### config.mk
export PLATFORM = sky130hd
export DESIGN_NAME = gclken_gen
export DESIGN_NICKNAME = d
export VERILOG_FILES = /design/src/rtl/gclken_gen.sv
export SDC_FILE = /design/constraint.sdc
export NUM_CORES = 1
export LEC_CHECK = 0
export ABC_AREA = 0
export CAP_MARGIN = 25
export CORE_MARGIN = 2
export CORE_UTILIZATION = 50
export CTS_BUF_LIST = sky130_fd_sc_hd__clkbuf_4
export DETAILED_ROUTE_END_ITERATION = 6
export PLACE_DENSITY = 0.79
export RECOVER_POWER = 25
export SLEW_MARGIN = 20
export SYNTH_ARGS = -nofsm -noshare
export SYNTH_HDL_FRONTEND = slang
export SYNTH_SLANG_ARGS = --single-unit
### constraint.sdc
create_clock -name CLK -period 3.1 [get_ports CLK]
set_clock_uncertainty 0.15 [all_clocks]
set_input_delay 0.465 -clock CLK [delete_from_list [all_inputs] [get_ports CLK]]
set_output_delay 0.465 -clock CLK [all_outputs]
set_load 0.005 [all_outputs]
### src/rtl/gclken_gen.sv
// Multi-channel clock-enable generator: per-channel pulse/toggle output, period act+1, registered Z/TC (1 cycle).
// Define GCLKEN_STATUS_EN to expose the per-channel PEND and sticky shadow-overwrite OVF flags.
module gclken_gen #(
    parameter int CHANNELS = 4,
    parameter int WIDTH    = 8
) (
    input  logic                      CLK,
    input  logic                      RSTN,
    input  logic [CHANNELS-1:0]       EN,
    input  logic [CHANNELS-1:0]       MODE,
    input  logic [CHANNELS*WIDTH-1:0] DIV,
    input  logic [CHANNELS-1:0]       LD,
    input  logic                      SYNC,
    output logic [CHANNELS-1:0]       Z,
    output logic [CHANNELS-1:0]       TC
`ifdef GCLKEN_STATUS_EN
    ,
    output logic [CHANNELS-1:0]       PEND,
    output logic [CHANNELS-1:0]       OVF
`endif
);

    for (genvar g = 0; g < CHANNELS; g++) begin : g_ch
        logic [WIDTH-1:0] cnt_q, cnt_d;
        logic [WIDTH-1:0] act_q, act_d;
        logic [WIDTH-1:0] sh_q, sh_d;
        logic             pend_q, pend_d;
        logic             z_q, z_d;
        logic             tc_q, tc_d;
        logic [WIDTH-1:0] sh_new;
        logic             pend_new;
        logic             tc_hit;
        logic             restart;

        // A same-cycle LD is written straight through so any ratio update sees it.
        assign sh_new   = LD[g] ? DIV[g*WIDTH +: WIDTH] : sh_q;
        assign pend_new = LD[g] | pend_q;
        assign tc_hit   = (cnt_q == act_q);
        assign restart  = SYNC | ~EN[g];

        always_comb begin
            cnt_d  = '0;
            act_d  = act_q;
            sh_d   = sh_new;
            pend_d = pend_new;
            z_d    = 1'b0;
            tc_d   = 1'b0;
            if (restart || tc_hit) begin
                if (pend_new) begin
                    act_d  = sh_new;
                    pend_d = 1'b0;
                end
                if (!restart) begin
                    tc_d = 1'b1;
                    z_d  = MODE[g] ? ~z_q : 1'b1;
                end
            end else begin
                cnt_d = cnt_q + 1'b1;
                z_d   = MODE[g] & z_q;
            end
        end

        always_ff @(posedge CLK) begin
            if (!RSTN) begin
                cnt_q  <= '0;
                act_q  <= '0;
                sh_q   <= '0;
                pend_q <= 1'b0;
                z_q    <= 1'b0;
                tc_q   <= 1'b0;
            end else begin
                cnt_q  <= cnt_d;
                act_q  <= act_d;
                sh_q   <= sh_d;
                pend_q <= pend_d;
                z_q    <= z_d;
                tc_q   <= tc_d;
            end
        end

        assign Z[g]  = z_q;
        assign TC[g] = tc_q;

`ifdef GCLKEN_STATUS_EN
        logic ovf_q, ovf_d;

        // Overflow only when the displaced value would otherwise have stayed pending.
        assign ovf_d = ~SYNC & (ovf_q | (LD[g] & pend_q & ~restart & ~tc_hit));

        always_ff @(posedge CLK) begin
            if (!RSTN) begin
                ovf_q <= 1'b0;
            end else begin
                ovf_q <= ovf_d;
            end
        end

        assign PEND[g] = pend_q;
        assign OVF[g]  = ovf_q;
`endif
    end

endmodule

==> impl_metrics.yaml <==
status:
  status: "complete, no violations"
placement:
  portBuffers: 54
  hpwlAfterDp_um: 7910
  dp_slack_ns: 0.625
  gp_congestion: 0.786
power:
  power.density_nw_per_um2: 506
  leakagePower_nw: 2.32
  power.total_mw: 3.02
  vdd_drop_max_mv: 0.241
synthesis:
  synth_edf_count: 0
  synth_ff_type: "dfxtp_1"
  synth.most_common_cell: "dfxtp_1"
  synthCells: 568
  synth_common_cells: "dfxtp_1, nand3_1, nor2_1"
  synth_top_area_share_pct: 41.5
  yosys_warnings: 0
  synth_top_area_cell: "dfxtp_1"
  ys_types: 30
  yosysSeqAreaShare_pct: 41.5
  netlist_area_um2: 5210
  synth_area_leaders: "dfxtp_1, xor2_1, o2111ai_1, nand3_1, xnor2_1"
  ys_async_sr_fraction_pct: 0
  synth-seq-cells: 108
  avgSynthCellArea_um2: 9.17
  syn_nets: 619
sta:
  max_slew.worst_pin.slew_ns: 0.774
  setup_slack_ns: 0.746
  setup-tns-final_ns: 0
  rsz0062_at_grt: "false"
  slew_headroom_pct: 47.9
  maxSlewViolCount: 0
  finalHoldViolCount: 0
  max_freq_ghz: 0.425
  fin_crit_sh_pct: 75.9
  holdWs_ns: 0.262
  period_needed_ns: 2.35
  finalSetupViolCount: 0
clock_network:
  postCtsSetupBuffers: 0
  cts_tree: "built"
  clkSlewWorstSetupHoldPaths_ns: 0.16
  htreeDepth: 3
  root_buffer: "clkbuf_4"
  postCtsHoldBufs: 0
  cts_sinks: 108
  clk_latency_ns: 0.45
  cts-buffers-inserted: 9
  cts.repair.resized: 0
  cts_buffer_depth: 2
global_routing:
  antenna_found_initial: 0
  globalRouteOverflowTotal: 0
  grt_pass1_vias: 4230
  grt_usage_pct: 20.4
  grt_max_degree: 33
  grt_first_pass_wirelength_um: 19100
routing:
  first_iter_violations: 187
  ant_nets: 0
  wl_per_cell_um: 15.1
  post-route-drc-count: 0
  vias: 4358
  drt-total-wl_um: 11200
  first_pass_iters: 5
  via_per_inst: 5.91
floorplanning:
  initial_core_util_pct: 50.9
  dieArea_um2: 11300
  core_area_um2: 10200
  die_y_um: 106
  die_width_um: 106
  ios: 55
  fp-row-count: 37
finish:
  drive_above_1_share_pct: 6.98
  fill_cells: 902
  final_nets: 648
  diodes: 0
  postLayoutCoreUtil_pct: 58.2
  syn_to_final_growth_pct: 14.3
worst_hold_path:
  min_path_type: "in2reg"
setup_path:
  endpoint_kind: "flop"
  required_ns: 3.28
  crit_arrival_ns: 2.53
  critPathMaxFanout: 20
  critPathLaunchType: "flop"
  path_class: "reg2reg"
job:
  cap_violations: 0
critical path, cell delays in order (launching register included):
cell      delay, ns
dfxtp_1        0.46
xnor2_1        0.14
nand4_1        0.58
o21bai_1       0.78
nor2_1         0.13
cells by family (layout without fill, tap and decap cells):
family / count (synthesis) / in the layout / synth area share, %
DFF: 108 / 108 / 41.5
and+or+nand+nor: 227 / 227 / 24.9
buffers and inverters: 61 / 95 / 5.40
xor gates and xnor gates: 56 / 56 / 9.41
AOI/OAI and AO/OA: 80 / 80 / 11.3
adders and majority gates: 4 / 4 / 0.960
muxes: 32 / 32 / 6.53
power by group:
part	leakage, nW	internal, mW	switching [mW]
Sequential	0.883	1.48	0.0704
Combinational	1.35	0.270	0.405
Clock	0.0868	0.337	0.451
Total	2.32	2.09	0.927
registers in the layout, indices dropped and copies added (netlist names):
signal and count:
g_ch.act_q 32, g_ch.cnt_q 32, g_ch.sh_q 32, g_ch.pend_q 4
g_ch.tc_q 4, g_ch.z_q 4
worst paths after layout:
check | startpoint | to | slack [ns] | cells after the start
max | g_ch[2].cnt_q[3]$_SDFF_PP0_ | g_ch[2].cnt_q[5]$_SDFF_PP0_ | 0.75 | 4
min | RSTN | g_ch[2].sh_q[2]$_SDFF_PN0_ | 0.26 | 2
max reg2reg | g_ch[2].cnt_q[3]$_SDFF_PP0_ | g_ch[2].cnt_q[5]$_SDFF_PP0_ | 0.75 | 4
min reg2reg | g_ch[2].cnt_q[0]$_SDFF_PP0_ | g_ch[2].cnt_q[0]$_SDFF_PP0_ | 0.35 | 1
metal layers:
metal,track usage [%],vias to the layer above,wire [µm]
li1,-,2146,-
met1,26.8,2076,5040
met2,34.1,122,5450
met3,2.76,14,517
met4,8.18,0,147
met5,0,-,0
layout by cell type (no fill, tap or decap), types with 6 or more instances in the layout:
cell type,Yosys,layout
a31oi_1,32,32
and2_1,18,18
and3_1,23,23
buf_4,8,18
clkbuf_4,0,10
clkdlybuf4s50_1,0,50
dfxtp_1,108,108
mux2_1,0,10
mux2_2,16,6
mux2i_1,16,16
nand2_1,7,7
nand3_1,48,48
nand4_1,22,22
nor2_1,42,42
nor2b_1,22,22
nor4b_1,16,16
o2111ai_1,32,32
or4_1,20,20
xnor2_1,23,23
xor2_1,33,33
area by class of cell:
type	instances	area [µm²]	area share [%]
Clock buffer	10	75.1	1.26
Clock inverter	6	86.3	1.45
Inverter	4	15.0	0.252
Multi-Input combinational cell	399	2770	46.5
Sequential cell	108	2160	36.3
Tap cell	136	170	2.86
Timing Repair Buffer	75	682	11.4
metrics by stage:
stage               instance area [µm²]  cells
detailed placement                 5810    722
floorplan                          5210    568
CTS                                5970    738
finish                             5960    738
global route                       5960    738
global placement                   5810    722
Note: power is estimated with default switching activity, not from simulation.
